$ cat src/rtl/sequence_010110_generator.sv
// sequence_010110_generator: bursts of N serial PATTERN frames, optionally sharing the boundary 0
module sequence_010110_generator #(
    parameter logic [5:0] PATTERN = 6'b010110
) (
    input  logic       clk,
    input  logic       reset,
    input  logic       start,
    input  logic [3:0] n,
    input  logic       m,
    input  logic       en,
    input  logic       abort,
    output logic       x,
    output logic       valid,
    output logic       busy,
    output logic       frame_end,
    output logic       done,
    output logic [1:0] state
);
    typedef enum logic [1:0] {IDLE = 2'b00, SEND = 2'b01, FINISH = 2'b10} state_t;
    state_t     st;
    logic [2:0] bit_idx;
    logic [3:0] frm_cnt;
    logic       m_r;
    assign state = st;
    // burst FSM with registered serial output; frame_end/done are single-cycle pulses
    always_ff @(posedge clk or posedge reset) begin
        if (reset) begin
            st        <= IDLE;
            x         <= 1'b0;
            valid     <= 1'b0;
            busy      <= 1'b0;
            frame_end <= 1'b0;
            done      <= 1'b0;
            bit_idx   <= 3'd0;
            frm_cnt   <= 4'd0;
            m_r       <= 1'b0;
        end else begin
            frame_end <= 1'b0;
            done      <= 1'b0;
            case (st)
                IDLE: begin
                    x <= 1'b0;
                    if (start && !abort) begin
                        st      <= SEND;
                        m_r     <= m;
                        frm_cnt <= (n == 4'd0) ? 4'd1 : n;
                        bit_idx <= 3'd5;
                        x       <= PATTERN[5];
                        valid   <= 1'b1;
                        busy    <= 1'b1;
                    end
                end
                SEND: begin
                    if (abort) begin
                        st        <= IDLE;
                        x         <= 1'b0;
                        valid     <= 1'b0;
                        busy      <= 1'b0;
                        bit_idx   <= 3'd0;
                        frm_cnt   <= 4'd0;
                        frame_end <= en && (bit_idx == 3'd0);
                    end else if (en) begin
                        if (bit_idx != 3'd0) begin
                            bit_idx <= bit_idx - 3'd1;
                            x       <= PATTERN[bit_idx - 3'd1];
                        end else begin
                            frame_end <= 1'b1;
                            if (frm_cnt > 4'd1) begin
                                frm_cnt <= frm_cnt - 4'd1;
                                bit_idx <= m_r ? 3'd4 : 3'd5;
                                x       <= m_r ? PATTERN[4] : PATTERN[5];
                            end else begin
                                st    <= FINISH;
                                done  <= 1'b1;
                                valid <= 1'b0;
                                x     <= 1'b0;
                            end
                        end
                    end
                end
                FINISH: begin
                    st      <= IDLE;
                    x       <= 1'b0;
                    valid   <= 1'b0;
                    busy    <= 1'b0;
                    bit_idx <= 3'd0;
                    frm_cnt <= 4'd0;
                end
                default: begin
                    st      <= IDLE;
                    x       <= 1'b0;
                    valid   <= 1'b0;
                    busy    <= 1'b0;
                    bit_idx <= 3'd0;
                    frm_cnt <= 4'd0;
                    m_r     <= 1'b0;
                end
            endcase
        end
    end
endmodule

$ cat config.mk
export PLATFORM = sky130hd
export DESIGN_NAME = sequence_010110_generator
export DESIGN_NICKNAME = d
export VERILOG_FILES = /design/src/rtl/sequence_010110_generator.sv
export SDC_FILE = /design/constraint.sdc
export NUM_CORES = 1
export LEC_CHECK = 0
export CAP_MARGIN = 20
export CORE_MARGIN = 4
export CORE_UTILIZATION = 54
export DETAILED_ROUTE_END_ITERATION = 10
export GPL_TIMING_DRIVEN = 1
export PLACE_DENSITY = 0.9
export SYNTH_ARGS = -nofsm -noshare
export SYNTH_HDL_FRONTEND = slang
export SYNTH_SLANG_ARGS = --single-unit
$ cat constraint.sdc
create_clock -name clk -period 2.4 [get_ports clk]
set_input_delay 0.72 -clock clk [delete_from_list [all_inputs] [get_ports clk]]
set_output_delay 0.72 -clock clk [all_outputs]
set_load 0.01 [all_outputs]
==> out/results.env, run 1 <==
SETUP_SKEW_AFTER_LAYOUT_PS=1.05
GLOBALROUTETOTALUTIL_PCT=18.1
START_UTIL_PCT=58.5
NETLIST.TOP_CELL.BY_AREA='sky130_fd_sc_hd__dfrtp_1'
SYNTHESIS.INSTANCES=93
CTSLONGESTPATHBUFFERS=2
DETAILEDPLACEMENTHPWL_UM=1480
GP_CONGESTION=0.841
GR-TOTAL-OVERFLOW=0
GRT_SETUP_UNREPAIRED='false'
CRITICAL_PATH.MAX_STAGE_DELAY_PS=580
FINAL_LAYOUT_SIZE_SUFFIX_GT1_SHARE_PCT=12.7
TRANSITION_TIME_OF_THE_TIGHTEST_SLEW_CHECK_PIN_PS=542
CRIT_PATH_ARRIVAL_TIME_PS=1300
AREA.SEQUENTIAL_UM2=350
CLOCK-ROOT-BUFFER='sky130_fd_sc_hd__clkbuf_4'
PATH_BUF_INV=1
LARGEST_NET_DEGREE_AT_THE_START_OF_GLOBAL_ROUTING=15
CP_MAX_FO=5
TIMING.CRITICAL_PATH.MAX_DELAY_FAMILY='buffers and inverters'
REG2REG_DEPTH=5
ANTENNA-DIODE-COUNT=0
SYNTH-XOR-AREA-SHARE_PCT=0
ROW_COUNT=14
CLOCK_LATENCY_PS=280
WORST_CASE_VDD_IR_DROP_mV=0.851
ACHIEVABLE-FREQUENCY_GHz=0.495
FINAL_ANTENNA_VIOLATING_NET_COUNT=0
POST_CTS.REPAIR.SETUP_BUFFERS=0
TIMING_HOLD_VIOLATIONS_FINAL=0
REG2REG_SLACK_PS=540
SYNTHMUXAREASHARE_PCT=6.72
YOSYS.AREA_SHARE.SIMPLE_PCT=14.7
SYNTH-SEQ-AREA-SHARE_PCT=38.4
AVGSYNTHCELLAREA_UM2=9.81
IOPINCOUNT=17
MAX_CAP_VIOLATIONS=0
STARTPOINT_TYPE='flop'
WORSTPATHREQUIRED_PS=1680
SYNTH.FF_LATCH_COUNT=14
DIE_AREA_UM2=2410
CTS.HOLD.BUFFERS_ADDED=0
FINAL.FILL_COUNT=118
SETUP_VIOLATORS_FINAL=0
TIMING.HOLD.WS_PS=516
FINAL.SETUP.WORST_SLACK_PS=379
DRC_ERRORS=0
RR_ENDPOINT='bit_idx[1]$_DFFE_PP0P_'
H_TREE_DEPTH=1
CRIT_PATH_START='valid$_DFFE_PP0P_'
CLK_PIN_SLEW_PS=80
PRE_CTS_SLACK_PS=128
WORSTREG2REGSTART='valid$_DFFE_PP0P_'
YOSYS.CELL_TYPES.COUNT=35
DIE_W_UM=49.1
YS_WARN_COUNT=0
DIE_Y_UM=49.1
ROUTE.DETAILED.VIAS_PER_INST=6.00
SYNTH_TOP_FAMILY_BY_AREA='compound AO/OA/AOI/OAI gates'
TIMING.FINAL.CRIT_SHARE_PCT=84.2
MOSTFREQUENTLAYOUTCELL='sky130_fd_sc_hd__clkdlybuf4s50_1'
INITIALDRTVIOLATIONCOUNT=21
ROUTED_WL_UM=1970
GRT_FIRST_PASS_WIRELENGTH_UM=3360
ANTENNA_FOUND_INITIAL=0
DRTPASS1ITERATIONS=4
TRITONCTS_CLOCK_TREE='done'
FINAL_CORE_UTIL_PCT=71.1
POWERDENSITY_nW_PER_UM2=1210
YOSYSTOPAREACELLSHARE_PCT=38.4
HP-CLASS='flop to flop'
OUTCOME='completed'
WIRE_PER_INST_UM=15.6
POST_CTS_RESIZED=0
FLOW.AREA_GROWTH_FROM_SYNTHESIS_PCT=21.5
LEAKAGEPOWER_uW=0.000486
DESIGN.CORE.AREA_UM2=1560
VIA_COUNT=756
WORST_PATH_MAX_DELAY_CELL='sky130_fd_sc_hd__clkdlybuf4s50_1'
SYNTH_COMPOUND_AREA_SHARE_PCT=25.9
TIMING.CRITICAL_PATH.CELLS='clkdlybuf4s50_1'
YS_TOP_CELLS_BY_AREA='sky130_fd_sc_hd__dfrtp_1 38%, sky130_fd_sc_hd__ha_1 8.2%, sky130_fd_sc_hd__a21oi_1 4.4%, sky130_fd_sc_hd__inv_1 3.7%, sky130_fd_sc_hd__o21ai_0 3.3%'
FIRST_GLOBAL_VIAS=740
PLACEMENT.IO_BUFFERS=16
AREA_OF_THE_MULTI_INPUT_GATES_UM2=507
TRITONCTS_NUM_SINKS=14
FINISH.NET_COUNT=128
FINALWORSTPATHREQUIREDPERIOD_PS=2020
FINALSETUPTNS_PS=0
FINAL-MAX-SLEW-VIOLATION-COUNT=0
SYNTH_FP_NETS=109
CP-END-KIND='output port'
CTS_MADE_BUFFERS=3
CP-ENDPOINT='state[0]'
MOST-COMMON-LAYOUT-CELLS='16 x sky130_fd_sc_hd__clkdlybuf4s50_1, 14 x sky130_fd_sc_hd__dfrtp_1, 9 x sky130_fd_sc_hd__inv_1, 8 x sky130_fd_sc_hd__a21oi_1'
PATH_DEPTH=1
WORST-SETUP-PATH-TYPE='flop to output port'
MAPPED_AREA_UM2=912
YOSYS.AREA_SHARE.ADDER_PCT=8.23
MAXSLEWHEADROOM_PCT=63.8
## per-stage QoR
stage	instances	power (µW)	cell area (µm²)
6_report	126	1350	1110
5_1_grt	126	1460	1110
4_1_cts	126	1340	1110
3_5_place_dp	123	1210	1090
3_3_place_gp	123	1170	1090
2_1_floorplan	93	992	912
## kinds of logic after synthesis
group,Yosys count
AOI/OAI and AO/OA,29
and+or+nand+nor,26
DFF,14
buffers and inverters,13
adders and majority gates,6
muxes,5
## state kept, by name, summed over array words and instances, names as in the netlist
register	cells
frm_cnt	4
bit_idx	3
busy	1
done	1
frame_end	1
m_r	1
state	1
valid	1
x	1
## routing by layer
layer,track usage [%],wire [µm],up-vias
met3,6.73,170,2
met1,24.2,908,356
met5,0,0,-
met2,27.5,876,32
li1,-,-,366
met4,4.27,16,0
## power by group
| part | internal [µW] | switching [µW] | leakage (µW) | total, µW |
|---|---|---|---|---|
| Combinational | 375 | 410 | 0.000294 | 786 |
| Clock | 58.2 | 73.4 | 0.0000138 | 132 |
| Sequential | 327 | 101 | 0.000178 | 428 |
## final cells by class
cell class / count / area share, %
clock buffers: 3 / 2.03
inverters: 9 / 3.05
multi-input cells: 66 / 45.7
flip-flops and latches: 14 / 31.6
well taps: 16 / 1.81
repair buffers: 18 / 15.8
## cell usage after synthesis (all sizes together)
library cell,n
clkbuf,1
and2b,1
a21oi,9
o21ai,7
o211ai,1
a2bb2oi,2
a211oi,1
nand4b,1
mux2,3
nor2b,1
o41ai,1
mux2i,2
o2bb2ai,2
a21boi,1
and2,1
dfrtp,14
nor3,4
inv,9
o311a,2
buf,3
and3,1
nand2b,3
a32oi,1
nor2,7
o31ai,1
nand2,6
ha,6
or3,1
o311ai,1
## worst min path at each step
stage	slack, ps	from	depth (start not counted)	end
finish	520	busy$_DFFE_PP0P_	2	busy$_DFFE_PP0P_
global route	570	busy$_DFFE_PP0P_	2	busy$_DFFE_PP0P_
CTS	520	busy$_DFFE_PP0P_	2	busy$_DFFE_PP0P_
detailed placement	500	busy$_DFFE_PP0P_	2	busy$_DFFE_PP0P_
global placement	500	busy$_DFFE_PP0P_	2	busy$_DFFE_PP0P_
floorplan	480	bit_idx[1]$_DFFE_PP0P_	1	bit_idx[1]$_DFFE_PP0P_
Power figures use the tool's default switching activity.
==> inputs of run 2 (changes only) <==
- CORE_UTILIZATION: 54 -> 45
- PLACE_DENSITY: 0.9 -> 0.81
- clock period: 2.4 -> 1.7 ns (I/O delays scaled with it)
==> out/results.env, run 2 (synthesis gave the netlist of run 1 again) <==
TIMING.CRITICAL_PATH.CELLS='clkdlybuf4s50_1, nand4b_1, a21oi_2, mux2_2'
DIE_W_UM=53.0  # +8.0%
DRC_ERRORS=0  # unchanged
DIE_AREA_UM2=2810  # +17%
LARGEST_REGISTER='frm_cnt'
CRIT_PATH_ARRIVAL_TIME_PS=1840  # +540 ps
COMBPWRFRAC_PCT=65.7  # +7.3 points
DIE_Y_UM=53.0  # +8.0%
FINISH.NET_COUNT=147  # +15%
INTERNAL_POWER_uW=1360  # +79%
ROUTED_WL_UM=2430  # +23%
START_UTIL_PCT=47.0  # -12 points
H_TREE_DEPTH=1  # unchanged
GP_CONGESTION=0.826  # -1.8%
LARGEST_REG_FLOPS=4  # unchanged
MAXSLEWHEADROOM_PCT=78.0  # +14 points
FLOW.AREA_GROWTH_FROM_SYNTHESIS_PCT=48.0
TIMING.CRITICAL_PATH.MAX_DELAY_FAMILY='buffers and inverters'
GRT_FIRST_PASS_WIRELENGTH_UM=3750  # +11%
OUTCOME='completed'
VIA_COUNT=840  # +11%
PATH_BUF_INV=1  # unchanged
ACHIEVABLE-FREQUENCY_GHz=0.601
FINAL_LAYOUT_SIZE_SUFFIX_GT1_SHARE_PCT=36.4  # +24 points
SWITCHING_SHARE_PCT=42.4  # -1.1 points
POWER.SHARE.CLOCK_PCT=8.4  # -1.4 points
HP-CLASS='primary input to async pin'
CP-ENDPOINT='valid$_DFFE_PP0P_'
WIRE_PER_INST_UM=15.6  # -0.59%
RR_ENDPOINT='valid$_DFFE_PP0P_'
FIRST_GLOBAL_VIAS=887  # +20%
FINALSETUPTNS_PS=0  # unchanged
WORSTREG2REGSTART='bit_idx[0]$_DFFE_PP0P_'
P_SW_uW=998  # +71%
MOSTFREQUENTLAYOUTCELL='sky130_fd_sc_hd__buf_4'
LEAKAGEPOWER_uW=0.000620  # +28%
INITIALDRTVIOLATIONCOUNT=8  # -62%
PLACEMENT.IO_BUFFERS=16  # unchanged
CLOCK_LATENCY_PS=290  # about the same
CP_MAX_FO=4  # -1
CLOCK-ROOT-BUFFER='sky130_fd_sc_hd__clkbuf_4'
WORST_CASE_VDD_IR_DROP_mV=0.931  # +9.4%
MAX_CAP_VIOLATIONS=0  # unchanged
FINAL-MAX-SLEW-VIOLATION-COUNT=0  # unchanged
CRIT_PATH_START='en'
STARTPOINT_TYPE='primary input'
LARGEST_NET_DEGREE_AT_THE_START_OF_GLOBAL_ROUTING=15  # unchanged
TRITONCTS_NUM_SINKS=14  # unchanged
FINAL.SETUP.WORST_SLACK_PS=36.6  # -342 ps
IOPINCOUNT=17  # unchanged
PRE_CTS_SLACK_PS=-315  # -443 ps
POWER.SEQUENTIAL.FRACTION_PCT=26.0  # -5.8 points
TOP_REGS='frm_cnt: 4 flops, bit_idx: 3 flops'
WORST_PATH_MAX_DELAY_CELL='sky130_fd_sc_hd__clkdlybuf4s50_1'
MOST-COMMON-LAYOUT-CELLS='20 x sky130_fd_sc_hd__buf_4, 13 x sky130_fd_sc_hd__dfrtp_1, 10 x sky130_fd_sc_hd__clkdlybuf4s50_1, 7 x sky130_fd_sc_hd__a21oi_1'
CTS_MADE_BUFFERS=3  # unchanged
ROW_COUNT=16  # +2
CP-END-KIND='flop'
WORSTPATHREQUIRED_PS=1880  # +200 ps
PATH_DEPTH=4  # +3
DETAILEDPLACEMENTHPWL_UM=1750  # +19%
SETUP_VIOLATORS_FINAL=0  # unchanged
WORST-SETUP-PATH-TYPE='primary input to flop'
CTSLONGESTPATHBUFFERS=2  # unchanged
ANTENNA-DIODE-COUNT=0  # unchanged
FINAL_ANTENNA_VIOLATING_NET_COUNT=0  # unchanged
TIMING_HOLD_VIOLATIONS_FINAL=0  # unchanged
FINAL.FILL_COUNT=142  # +20%
POWERDENSITY_nW_PER_UM2=1750  # +44%
CLK_PIN_SLEW_PS=80  # about the same
ANTENNA_FOUND_INITIAL=0  # unchanged
DESIGN.CORE.AREA_UM2=1940  # +25%
REG2REG_SLACK_PS=40  # -500 ps
REG2REG_DEPTH=6  # +1
TIMING.FINAL.CRIT_SHARE_PCT=97.8
GR-TOTAL-OVERFLOW=0  # unchanged
TRANSITION_TIME_OF_THE_TIGHTEST_SLEW_CHECK_PIN_PS=329  # -214 ps
DRTPASS1ITERATIONS=4  # unchanged
FINALWORSTPATHREQUIREDPERIOD_PS=1660
GLOBALROUTETOTALUTIL_PCT=18.6  # +0.48 points
TRITONCTS_CLOCK_TREE='done'
CRITICAL_PATH.MAX_STAGE_DELAY_PS=610  # +30 ps
ROUTE.DETAILED.VIAS_PER_INST=5.38  # -10%
SETUP_SKEW_AFTER_LAYOUT_PS=2.24  # +1.18 ps
## run 2: cell types whose count changed in the layout (fill, tap and decap cells not counted), moves of 2 or more
| cell | before | now |
|---|---|---|
| sky130_fd_sc_hd__buf_4 | 2 | 20 |
| sky130_fd_sc_hd__clkdlybuf4s50_1 | 16 | 10 |
| sky130_fd_sc_hd__dlygate4sd2_1 | 0 | 5 |
| sky130_fd_sc_hd__ha_1 | 6 | 2 |
| sky130_fd_sc_hd__ha_4 | 0 | 3 |
| sky130_fd_sc_hd__inv_1 | 9 | 6 |
| sky130_fd_sc_hd__inv_2 | 0 | 3 |
| sky130_fd_sc_hd__nand2b_1 | 3 | 1 |
| sky130_fd_sc_hd__nand2b_4 | 0 | 2 |
## run 2: repair_timing
item | in CTS | in global routing
setup endpoints to repair | 7 | 9
gates cloned | 0 | 0
gates resized for setup | 8 | 23
buffers inserted | 1 | 1
pin swaps | 0 | 2
hold buffers | 0 | 0
## run 2: cell type report
class                           instances  area [µm²]  area share [%]
Multi-Input combinational cell         66         591            43.7
Sequential cell                        14         352            26.0
Timing Repair Buffer                   37         318            23.5
Inverter                                9        33.8            2.50
Tap cell                               27        33.8            2.50
Clock buffer                            3        22.5            1.67
## run 2: worst min path at each step
stage	start	end	slack [ps]	cells past startpoint
after floorplan	reset	bit_idx[0]$_DFFE_PP0P_	400	1
after global placement	bit_idx[1]$_DFFE_PP0P_	bit_idx[1]$_DFFE_PP0P_	500	1
after detailed placement	busy$_DFFE_PP0P_	busy$_DFFE_PP0P_	510	2
after CTS	reset	frm_cnt[0]$_DFFE_PP0P_	510	3
after global routing	reset	frm_cnt[3]$_DFFE_PP0P_	540	3
final	reset	frm_cnt[3]$_DFFE_PP0P_	510	3
## run 2: per-stage QoR
step | cell area (µm²) | hold WS (ps) | total power [µW] | cells | util, %
finish | 1350 | 507 | 2360 | 156 | 69.5
global route | 1350 | 540 | 2520 | 156 | 69.5
floorplan | 912 | 399 | 1400 | 93 | -
global placement | 1230 | 502 | 1870 | 151 | 63.2
CTS | 1260 | 512 | 2150 | 155 | 64.8
detailed placement | 1230 | 515 | 1940 | 151 | 63.2
## run 2: per-layer routing
layer  vias to the layer above  global-route usage (%)  share of wire [%]
met5                         -                       0                  0
met4                         0                    5.96                1.0
met3                         4                    5.35                4.0
met2                        21                    33.1                 52
met1                       408                    21.1                 43
li1                        407                       -                  -
## run 2: power groups by stage
stage | Sequential (µW) | Combinational (µW) | Clock (µW)
final | 612 | 1550 | 197
after CTS | 591 | 1360 | 203
after global routing | 635 | 1680 | 210
after detailed placement | 604 | 1330 | 0
after floorplan | 587 | 813 | 0
after global placement | 597 | 1270 | 0
## run 2: worst reg2reg max path, delay by kind of cell (launching register included)
kind / cells / cell delay [ps]
AO/OA/AOI/OAI: 1 / 170
adder cells (fa/ha/maj): 1 / 180
buffers and inverters: 1 / 120
flip-flops: 1 / 390
multiplexers: 1 / 340
AND/OR/NAND/NOR: 2 / 360
==> inputs of run 3 (changes only) <==
- PLACE_DENSITY: 0.81 -> 0.8
- RECOVER_POWER: unset -> 50
==> out/results.env, run 3 (synthesis gave the netlist of run 1 again) <==
OUTCOME='completed'
FIRST_GLOBAL_VIAS=808  # -8.9%
DESIGN.CORE.AREA_UM2=1940  # unchanged
FINISH.NET_COUNT=148  # +0.68%
MOST-COMMON-LAYOUT-CELLS='20 x sky130_fd_sc_hd__buf_4, 13 x sky130_fd_sc_hd__dfrtp_1, 9 x sky130_fd_sc_hd__clkdlybuf4s50_1, 8 x sky130_fd_sc_hd__a21oi_1'
MOSTFREQUENTLAYOUTCELL='sky130_fd_sc_hd__buf_4'
ROUTE.DETAILED.VIAS_PER_INST=5.46  # +1.4%
GLOBALROUTETOTALUTIL_PCT=16.9  # -1.7 points
WORST-SETUP-PATH-TYPE='flop to flop'
GR-TOTAL-OVERFLOW=0  # unchanged
SETUP_VIOLATORS_FINAL=0  # unchanged
IOPINCOUNT=17  # unchanged
CP-END-KIND='flop'
CLK_PIN_SLEW_PS=80  # about the same
TRITONCTS_NUM_SINKS=14  # unchanged
FINAL_CORE_UTIL_PCT=69.4  # -0.13 points
TIMING_HOLD_VIOLATIONS_FINAL=0  # unchanged
H_TREE_DEPTH=1  # unchanged
CTS_MADE_BUFFERS=3  # unchanged
CLOCK-ROOT-BUFFER='sky130_fd_sc_hd__clkbuf_4'
CRIT_PATH_ARRIVAL_TIME_PS=1880  # +40 ps
ROW_COUNT=16  # unchanged
FINAL-MAX-SLEW-VIOLATION-COUNT=0  # unchanged
TIMING.FINAL.CRIT_SHARE_PCT=100  # +2.1 points
TOTAL_POWER_uW=2440  # +3.5%
TRITONCTS_CLOCK_TREE='done'
FLOW.AREA_GROWTH_FROM_SYNTHESIS_PCT=47.7
ROUTED_WL_UM=2380  # -1.9%
GP_CONGESTION=0.801  # -3.0%
TOP_REGS='frm_cnt: 4 flops, bit_idx: 3 flops'
CTS.HOLD.BUFFERS_ADDED=0  # unchanged
WIRE_PER_INST_UM=15.1  # -3.1%
PLACE_AREA_UM2=1220  # -0.61%
CTSLONGESTPATHBUFFERS=2  # unchanged
DRTPASS1ITERATIONS=4  # unchanged
PRE_CTS_SLACK_PS=-308  # +7.11 ps
TIMING.HOLD.WS_PS=518  # +10.4 ps
GRT_SETUP_UNREPAIRED='true'
ANTENNA_FOUND_INITIAL=0  # unchanged
DIE_Y_UM=53.0  # unchanged
INITIALDRTVIOLATIONCOUNT=32  # +24
DRC_ERRORS=0  # unchanged
TRANSITION_TIME_OF_THE_TIGHTEST_SLEW_CHECK_PIN_PS=748  # +420 ps
SETUP_SKEW_AFTER_LAYOUT_PS=5.27  # +3.03 ps
HP-CLASS='flop to flop'
CP_MAX_FO=5  # +1
LARGEST_NET_DEGREE_AT_THE_START_OF_GLOBAL_ROUTING=15  # unchanged
STARTPOINT_TYPE='flop'
FINALWORSTPATHREQUIREDPERIOD_PS=1700  # +36.5 ps
ACHIEVABLE-FREQUENCY_GHz=0.588  # -2.1%
WORSTPATHREQUIRED_PS=1880  # about the same
PLACEMENT.IO_BUFFERS=16  # unchanged
LARGEST_REGISTER='frm_cnt'
MAX_CAP_VIOLATIONS=0  # unchanged
FINAL_LAYOUT_SIZE_SUFFIX_GT1_SHARE_PCT=34.4  # -2.1 points
DETAILEDPLACEMENTHPWL_UM=1590  # -9.5%
LEAKAGEPOWER_uW=0.000648  # +4.5%
WORST_CASE_VDD_IR_DROP_mV=1.14  # +22%
START_UTIL_PCT=47.0  # unchanged
ANTENNA-DIODE-COUNT=0  # unchanged
VIA_COUNT=863  # +2.7%
FINAL_ANTENNA_VIOLATING_NET_COUNT=0  # unchanged
LARGEST_REG_FLOPS=4  # unchanged
DIE_W_UM=53.0  # unchanged
GRT_FIRST_PASS_WIRELENGTH_UM=3470  # -7.4%
MAXSLEWHEADROOM_PCT=50.1  # -28 points
CLOCK_LATENCY_PS=290  # about the same
DIE_AREA_UM2=2810  # unchanged
POWERDENSITY_nW_PER_UM2=1810  # +3.7%
DESIGN_AREA_UM2=1350  # -0.19%
FINAL.SETUP.WORST_SLACK_PS=0.137  # -36.5 ps
## run 3: cell types whose count changed in the layout (fill, tap and decap cells not counted), sizes merged
cell           before  now
dlymetal6s2s        1    4
clkdlybuf4s50      10    9
dlygate4sd2         5    2
dlygate4sd3         0    1
clkbuf              3    5
## run 3: path summary, 6_finish.rpt
path	start	end	slack (ps)	cells after the start
worst max-delay path	frm_cnt[0]$_DFFE_PP0P_	frm_cnt[0]$_DFFE_PP0P_	0.1	6
worst min-delay path	busy$_DFFE_PP0P_	busy$_DFFE_PP0P_	520	2
worst max register to register	frm_cnt[0]$_DFFE_PP0P_	frm_cnt[0]$_DFFE_PP0P_	0.1	6
worst min register to register	busy$_DFFE_PP0P_	busy$_DFFE_PP0P_	520	2
max in group asynchronous	reset	frm_cnt[0]$_DFFE_PP0P_	340	3
min in group asynchronous	reset	frame_end$_DFF_PP0_	840	3
## run 3: what timing repair did
action / in CTS / in global routing
setup buffers: 1 / 3
endpoints found under the setup margin: 4 / 11
gates resized for setup: 4 / 20
pin swaps: 0 / 4
## run 3: area by class of cell
type | count | area [µm²]
flip-flops and latches | 14 | 352
repair buffers | 38 | 333
inverters | 9 | 33.8
well taps | 27 | 33.8
fillers | 156 | 594
multi-input cells | 66 | 559
clock buffers | 4 | 36.3
## run 3: critical path, stage by stage, from the launching register on
cell and delay, ps:
sky130_fd_sc_hd__dfrtp_2 460, sky130_fd_sc_hd__inv_2 80, sky130_fd_sc_hd__ha_4 150, sky130_fd_sc_hd__nor2_4 60
sky130_fd_sc_hd__o311a_4 330, sky130_fd_sc_hd__o21ai_4 200, sky130_fd_sc_hd__mux2_4 310
## run 3: per-layer routing
layer / track usage [%] / wire length (µm) / vias up
li1: - / - / 410
met1: 21.6 / 1020 / 409
met2: 26.9 / 1170 / 33
met3: 3.10 / 116 / 11
met4: 8.94 / 76 / 0
met5: 0 / 0 / -
## run 3: where the power goes
part | internal, µW | total, µW | switching, µW
clock network | 131 | 249 | 118
registers | 464 | 612 | 147
logic | 844 | 1580 | 734
## run 3: stage by stage
step	std cells	setup TNS, ps
finish	158	0
global route	158	-225
CTS	155	0
detailed placement	150	-2460
global placement	150	-2050
floorplan	93	0
